===== src/rtl/odd_issue_ctrl_pkg.sv =====
// rtl/odd_issue_ctrl_pkg.sv - shared types and decode helpers for the odd-pipe issue controller
//
// Package: descriptions
//   OP_DEPTH       default odd-pipe depth (shadow entries / forwarding taps)
//   opcode         odd-pipe opcode enumeration
//   odd_shadow_t   one in-flight destination record {valid, writes_rt, rt, lat}
//   odd_pend_t     contents of the one-entry pending buffer
//   odd_latency()  result-ready stage per opcode, used by decode to drive in_latency
package descriptions;

  localparam int OP_DEPTH = 7;

  typedef enum logic [3:0] {
    OP_NOP                      = 4'd0,
    SHIFT_LEFT_QUADWORD_BY_BITS = 4'd1,
    SHIFT_LEFT_QUADWORD_BY_BYTES= 4'd2,
    ROTATE_QUADWORD_BY_BITS     = 4'd3,
    ROTATE_QUADWORD_BY_BYTES    = 4'd4,
    SHUFFLE_BYTES               = 4'd5,
    GATHER_BITS_FROM_WORDS      = 4'd6,
    LOAD_QUADWORD               = 4'd7,
    STORE_QUADWORD              = 4'd8,
    BRANCH_RELATIVE             = 4'd9,
    BRANCH_INDIRECT             = 4'd10
  } opcode;

  typedef struct packed {
    logic       valid;
    logic       writes_rt;
    logic [6:0] rt;
    logic [2:0] lat;
  } odd_shadow_t;

  typedef struct packed {
    opcode      op;
    logic [6:0] ra;
    logic [6:0] rb;
    logic [6:0] rt;
    logic       uses_ra;
    logic       uses_rb;
    logic       writes_rt;
    logic [2:0] lat;
  } odd_pend_t;

  function automatic logic [2:0] odd_latency(input opcode op);
    case (op)
      LOAD_QUADWORD, STORE_QUADWORD:    odd_latency = 3'd6;
      BRANCH_RELATIVE, BRANCH_INDIRECT: odd_latency = 3'd1;
      default:                          odd_latency = 3'd4;
    endcase
  endfunction

endpackage


===== src/rtl/odd_issue_ctrl_shadow_pipe.sv =====
// rtl/odd_issue_ctrl_shadow_pipe.sv - in-flight destination shadow of the odd pipe with hazard compare
//
// Module: odd_shadow_pipe
//   clock, reset     clock, asynchronous active-low reset
//   load_i           record entering age 1 this edge
//   kill_young_i     invalidate entries younger than KILL_AGE in this edge
//   ra_addr_i/uses_ra_i, rb_addr_i/uses_rb_i   source operands of the pending op
//   hazard_o         a used source is not yet readable from any tap or the register file
module odd_shadow_pipe
  import descriptions::*;
#(
  parameter int DEPTH    = 7,
  parameter int KILL_AGE = 3
) (
  input  logic        clock,
  input  logic        reset,
  input  odd_shadow_t load_i,
  input  logic        kill_young_i,
  input  logic [6:0]  ra_addr_i,
  input  logic        uses_ra_i,
  input  logic [6:0]  rb_addr_i,
  input  logic        uses_rb_i,
  output logic        hazard_o
);

  odd_shadow_t shadow_q [1:DEPTH];
  odd_shadow_t shadow_d [1:DEPTH];
  logic        ra_haz;
  logic        rb_haz;

  // Shift by one age per cycle; ages below KILL_AGE are wrong-path on a branch.
  always_comb begin
    shadow_d[1] = load_i;
    for (int a = 1; a < DEPTH; a++) begin
      shadow_d[a+1] = shadow_q[a];
      if (kill_young_i && (a < KILL_AGE)) shadow_d[a+1].valid = 1'b0;
    end
  end

  // Scan oldest to youngest so the youngest matching writer decides (WAW is legal).
  // An entry of age a has its result on a tap once a >= lat.
  always_comb begin
    ra_haz = 1'b0;
    rb_haz = 1'b0;
    for (int a = DEPTH; a >= 1; a--) begin
      if (shadow_q[a].valid && shadow_q[a].writes_rt) begin
        if (shadow_q[a].rt == ra_addr_i) ra_haz = (a < int'(shadow_q[a].lat));
        if (shadow_q[a].rt == rb_addr_i) rb_haz = (a < int'(shadow_q[a].lat));
      end
    end
    hazard_o = (uses_ra_i && ra_haz) || (uses_rb_i && rb_haz);
  end

  always_ff @(posedge clock or negedge reset) begin
    if (!reset) begin
      for (int a = 1; a <= DEPTH; a++) shadow_q[a] <= '0;
    end else begin
      for (int a = 1; a <= DEPTH; a++) shadow_q[a] <= shadow_d[a];
    end
  end

endmodule


===== src/rtl/odd_issue_ctrl.sv =====
// rtl/odd_issue_ctrl.sv - issue controller in front of the odd pipe
//
// Module: odd_issue_ctrl  (optional macro: ODD_ISSUE_PERF_EN adds perf counters)
//   clock, reset                   clock, asynchronous active-low reset
//   in_valid/in_ready              one-entry pending buffer handshake
//   in_op_code, in_r{a,b,t}_addr   decoded instruction fields
//   in_uses_ra/rb, in_writes_rt    operand-use and writeback flags
//   in_latency                     result-ready stage 1..7 (0 means 7)
//   branch_taken                   from the odd pipe; flushes buffer and young shadow entries
//   issue_valid, issue_*           pending instruction presented to the pipe
//   stall                          pending instruction blocked by a hazard
//   flush                          registered copy of branch_taken
//   perf_issued, perf_stall_cycles saturating counters (ODD_ISSUE_PERF_EN only)
module odd_issue_ctrl
  import descriptions::*;
#(
  parameter int OP_DEPTH     = descriptions::OP_DEPTH,
  parameter int BRANCH_STAGE = 3
) (
  input  logic        clock,
  input  logic        reset,
  input  logic        in_valid,
  output logic        in_ready,
  input  opcode       in_op_code,
  input  logic [6:0]  in_ra_addr,
  input  logic [6:0]  in_rb_addr,
  input  logic [6:0]  in_rt_addr,
  input  logic        in_uses_ra,
  input  logic        in_uses_rb,
  input  logic        in_writes_rt,
  input  logic [2:0]  in_latency,
  input  logic        branch_taken,
  output logic        issue_valid,
  output opcode       issue_op_code,
  output logic [6:0]  issue_ra_addr,
  output logic [6:0]  issue_rb_addr,
  output logic [6:0]  issue_rt_addr,
  output logic        stall,
  output logic        flush
`ifdef ODD_ISSUE_PERF_EN
  ,
  output logic [31:0] perf_issued,
  output logic [31:0] perf_stall_cycles
`endif
);

  odd_pend_t   pend_q, pend_d;
  logic        pend_valid_q, pend_valid_d;
  logic        flush_q;
  logic        hazard;
  logic        issue_fire;
  logic        accept;
  odd_shadow_t shadow_load;

  assign issue_fire = pend_valid_q && !hazard && !branch_taken;
  assign in_ready   = !pend_valid_q || issue_fire;
  assign accept     = in_valid && in_ready;

  always_comb begin
    pend_valid_d = pend_valid_q;
    pend_d       = pend_q;
    if (issue_fire) pend_valid_d = 1'b0;
    if (accept) begin
      pend_valid_d     = 1'b1;
      pend_d.op        = in_op_code;
      pend_d.ra        = in_ra_addr;
      pend_d.rb        = in_rb_addr;
      pend_d.rt        = in_rt_addr;
      pend_d.uses_ra   = in_uses_ra;
      pend_d.uses_rb   = in_uses_rb;
      pend_d.writes_rt = in_writes_rt;
      pend_d.lat       = (in_latency == 3'd0) ? 3'd7 : in_latency;
    end
    // A handshake in the branch cycle is taken but belongs to the wrong path.
    if (branch_taken) pend_valid_d = 1'b0;
  end

  always_comb begin
    shadow_load.valid     = issue_fire;
    shadow_load.writes_rt = pend_q.writes_rt;
    shadow_load.rt        = pend_q.rt;
    shadow_load.lat       = pend_q.lat;
  end

  odd_shadow_pipe #(
    .DEPTH    (OP_DEPTH),
    .KILL_AGE (BRANCH_STAGE)
  ) u_shadow (
    .clock        (clock),
    .reset        (reset),
    .load_i       (shadow_load),
    .kill_young_i (branch_taken),
    .ra_addr_i    (pend_q.ra),
    .uses_ra_i    (pend_q.uses_ra),
    .rb_addr_i    (pend_q.rb),
    .uses_rb_i    (pend_q.uses_rb),
    .hazard_o     (hazard)
  );

  always_ff @(posedge clock or negedge reset) begin
    if (!reset) begin
      pend_valid_q <= 1'b0;
      pend_q       <= '0;
      flush_q      <= 1'b0;
    end else begin
      pend_valid_q <= pend_valid_d;
      pend_q       <= pend_d;
      flush_q      <= branch_taken;
    end
  end

  assign issue_valid   = issue_fire;
  assign issue_op_code = pend_q.op;
  assign issue_ra_addr = pend_q.ra;
  assign issue_rb_addr = pend_q.rb;
  assign issue_rt_addr = pend_q.rt;
  assign stall         = pend_valid_q && hazard;
  assign flush         = flush_q;

`ifdef ODD_ISSUE_PERF_EN
  logic [31:0] perf_issued_q, perf_stall_q;

  always_ff @(posedge clock or negedge reset) begin
    if (!reset) begin
      perf_issued_q <= '0;
      perf_stall_q  <= '0;
    end else begin
      if (issue_fire && (perf_issued_q != '1)) perf_issued_q <= perf_issued_q + 32'd1;
      if (stall && (perf_stall_q != '1))       perf_stall_q  <= perf_stall_q + 32'd1;
    end
  end

  assign perf_issued       = perf_issued_q;
  assign perf_stall_cycles = perf_stall_q;
`else
  // No counters in this build.
`endif

endmodule

===== config.mk =====
export PLATFORM = sky130hd
export DESIGN_NAME = odd_issue_ctrl
export DESIGN_NICKNAME = d
export VERILOG_FILES = /design/src/rtl/odd_issue_ctrl_pkg.sv /design/src/rtl/odd_issue_ctrl_shadow_pipe.sv /design/src/rtl/odd_issue_ctrl.sv
export SDC_FILE = /design/constraint.sdc
export NUM_CORES = 1
export LEC_CHECK = 0
export ABC_AREA = 1
export CAP_MARGIN = 30
export CORE_ASPECT_RATIO = 1.75
export CORE_MARGIN = 1.5
export CORE_UTILIZATION = 40
export DETAILED_ROUTE_END_ITERATION = 6
export PLACE_DENSITY_LB_ADDON = 0.2
export RECOVER_POWER = 25
export SLEW_MARGIN = 20
export SYNTH_ARGS = -nofsm -noshare
export SYNTH_HDL_FRONTEND = slang
export SYNTH_SLANG_ARGS = --single-unit

===== constraint.sdc =====
create_clock -name clock -period 3.7 [get_ports clock]
set_input_delay 0.925 -clock clock [delete_from_list [all_inputs] [get_ports clock]]
set_output_delay 0.925 -clock clock [all_outputs]
set_load 0.05 [all_outputs]

==> results.toml <==
[worst_setup_path]
cp.required_ns = 2.77
cp.arrival_ns = 2.51
crit_path_end_kind = "output pin"
crit_fanout = 9
path_class = "reg -> out"
start_kind = "flip-flop"

[yosys]
netlist_area_um2 = 5290
synthAdderAreaFrac_pct = 0
synthSimpleGateAreaFrac_pct = 31.1
yosysWarnings = 0
syn-mean-instance-area_um2 = 8.02
ys_ff_latch = 105
muxShareOfSynthArea_pct = 0
ys_types = 28
ys_seq_area_share_pct = 49.7
synth_cells = 659
synthXorXnorAreaFrac_pct = 5.63
synth-compound-area-share_pct = 2.91
syn-num-nets = 694
synth_top_family_by_area = "simple AND/OR/NAND/NOR gates"

[timing]
finalCriticalPeriod_ns = 3.43
setup_viol = 0
finClkSkew_ns = 0.0106
drv_slew = 0
relSlewSlack_pct = 54.2
clock.fmax_mhz = 291
rsz0062_at_grt = "no"
worst_pin_slew_ns = 0.687
fin_setup_tns_ns = 0
final-hold-violation-count = 0
fin_crit_sh_pct = 92.8

[route]
drtIter0Drc = 223
wl_per_cell_um = 17.2
drt_wl_total_um = 14900
routed_via_density = 4.95
drtAntennaViolNets = 0
drt_first_pass_iters = 4
drc = 0
via_count = 4300

[place]
port_buffers = 63
gp_congestion = 0.950
dp.cells = 852
dp_hpwl_um = 11800

[clock_network]
cts_made_buffers = 9
cts_sinks = 105
cts_tree = "yes"
insertion_delay_ns = 0.35
htree_levels = 3
path_clk_slew_ns = 0.08
clockBufferDepth = 2
clockRootBuffer = "clkbuf_16"

[power_and_ir_drop]
powerDensity_nw_per_um2 = 504
ir_drop_mv = 0.263
p_leak_uw = 0.00301

[final_layout]
fin_cells = 868
area_growth_pct = 17.1
finish.net_count = 727
diodes = 0
drive_above_1_share_pct = 5.74

[floorplanning]
die_area_um2 = 13900
ioPinCount = 64
die_height_um = 155
die_x_um = 89.9
initial_utilization_pct = 40.9
rows = 55
coreArea_um2 = 12900

[grt]
grt_pass1_vias = 4467
grt_max_degree = 55
antenna_found_initial = 0
grt_pass1_wl_um = 23600
grt.total_usage_pct = 22.6
grt_overflow_total = 0

[worst_hold_path]
hold_class = "reg -> reg"

[run_status]
status = "finished clean"

[run]
maxCapViolations = 0
kinds of logic after synthesis:
kind of cell           after synthesis
AO/OA/AOI/OAI                       27
XOR/XNOR                            34
buffers and inverters              109
flip-flops                         105
AND/OR/NAND/NOR                    384
layout by cell type (no fill, tap or decap):
master | netlist | layout
o211ai_1 | 1 | 1
xor2_1 | 18 | 18
buf_4 | 31 | 7
dfrtp_1 | 105 | 105
xnor2_2 | 0 | 1
or2_2 | 1 | 1
buf_12 | 0 | 3
clkinv_4 | 0 | 4
nand4_1 | 15 | 15
clkbuf_16 | 0 | 9
nand2_1 | 197 | 197
inv_2 | 8 | 8
o22ai_1 | 2 | 2
o2111a_1 | 1 | 1
clkinv_8 | 0 | 1
inv_1 | 54 | 54
o21bai_1 | 3 | 3
nand2_4 | 2 | 2
nand3_2 | 1 | 1
nor4_2 | 0 | 1
clkbuf_8 | 0 | 2
nand3b_1 | 4 | 4
nand3_1 | 54 | 54
nor3b_1 | 3 | 3
or2_1 | 3 | 3
xnor2_1 | 16 | 15
o21ai_1 | 1 | 1
a21oi_1 | 9 | 9
nor4_1 | 8 | 7
nor3_1 | 12 | 12
o21ai_0 | 10 | 10
clkdlybuf4s50_1 | 0 | 59
and3_1 | 1 | 1
nor2_1 | 83 | 83
critical path, cell delays in order, from the launching register on:
cell and delay, ns:
dfrtp_1 0.59, xor2_1 0.17, nor3b_1 0.21, nand4_1 0.11
nor4_1 0.47, nand2_1 0.09, nand2_1 0.10, nand2_1 0.05
a21oi_1 0.15, buf_4 0.22
layout make-up:
| type | instances | area (µm²) |
|---|---|---|
| inverter | 62 | 233 |
| fill | 1332 | 6750 |
| sequential | 105 | 2630 |
| clock buffer | 11 | 253 |
| clock inverter | 5 | 51.3 |
| multi-input combinational | 445 | 2110 |
| timing repair buffer | 69 | 703 |
| tap | 171 | 214 |
state kept, by name, summed over array words and instances, names as in the netlist:
name / flops
issue_ra_addr: 7
issue_op_code: 4
pend_valid_q: 1
flush: 1
u_shadow.shadow_q: 2
issue_rt_addr: 7
pend_q: 6
u_shadow.shadow_d: 70
issue_rb_addr: 7
synth_stat cells, drive strengths merged:
| library cell | number | share of area [%] |
|---|---|---|
| nand2 | 199 | 14 |
| buf | 47 | 6.3 |
| nor3 | 12 | 1.1 |
| xnor2 | 16 | 2.7 |
| inv | 62 | 4.4 |
| nor4 | 8 | 0.95 |
| o21bai | 3 | 0.43 |
| nand3b | 4 | 0.57 |
| nand4 | 15 | 1.8 |
| nor2 | 83 | 5.9 |
| o2111a | 1 | 0.21 |
| a21oi | 9 | 0.85 |
| or2 | 4 | 0.47 |
| o211ai | 1 | 0.14 |
| xor2 | 18 | 3.0 |
| dfrtp | 105 | 50 |
| o22ai | 2 | 0.24 |
| nand3 | 55 | 5.3 |
| nor3b | 3 | 0.43 |
| o21ai | 11 | 1.0 |
| and3 | 1 | 0.12 |
what timing repair did:
item                                    CTS  global route
hold buffers                              0             0
setup buffers                             0             0
hold endpoints to repair                  0             0
endpoints found under the setup margin    0             2
gates resized for setup                   0             2
where the power goes:
part	switching (µW)	leakage [µW]	internal, µW
clock	446	0.000149	504
sequential	155	0.00129	1280
combinational	482	0.00157	257
total	1080	0.00301	2040
worst paths after layout:
check / slack [ns] / depth (start not counted) / from / endpoint
min in group asynchronous: 0.62 / 1 / reset / u_shadow.shadow_d[5]
max in group asynchronous: 2.35 / 2 / reset / u_shadow.shadow_d[23]
min: 0.36 / 0 / u_shadow.shadow_d[12] / u_shadow.shadow_d[0]
max: 0.27 / 9 / issue_rb_addr[2] / stall
min reg2reg: 0.36 / 0 / u_shadow.shadow_d[12] / u_shadow.shadow_d[0]
max reg2reg: 0.80 / 19 / issue_rb_addr[3] / issue_op_code[2]
layer usage:
layer  wire (µm)  global-route usage (%)  vias up
li1            -                       -     2112
met5           0                       0        -
met4        1110                    15.9        0
met2        8080                    42.3      121
met3         456                    3.23       56
met1        5270                    22.7     2011
per-stage QoR:
| step | hold slack (ns) | util [%] | setup slack [ns] | cell area (µm²) | total power (µW) |
|---|---|---|---|---|---|
| after floorplan | 0.331 | - | 0.617 | 5290 | 1940 |
| after global placement | 0.333 | 45.4 | 0.555 | 5870 | 2180 |
| after detailed placement | 0.338 | 45.4 | 0.558 | 5870 | 2190 |
| after CTS | 0.359 | 47.7 | 0.160 | 6170 | 3150 |
| after global routing | 0.376 | 47.8 | 0.0223 | 6190 | 3280 |
| final | 0.363 | 47.8 | 0.265 | 6190 | 3120 |
No activity file was read; power rests on OpenSTA's default activity.
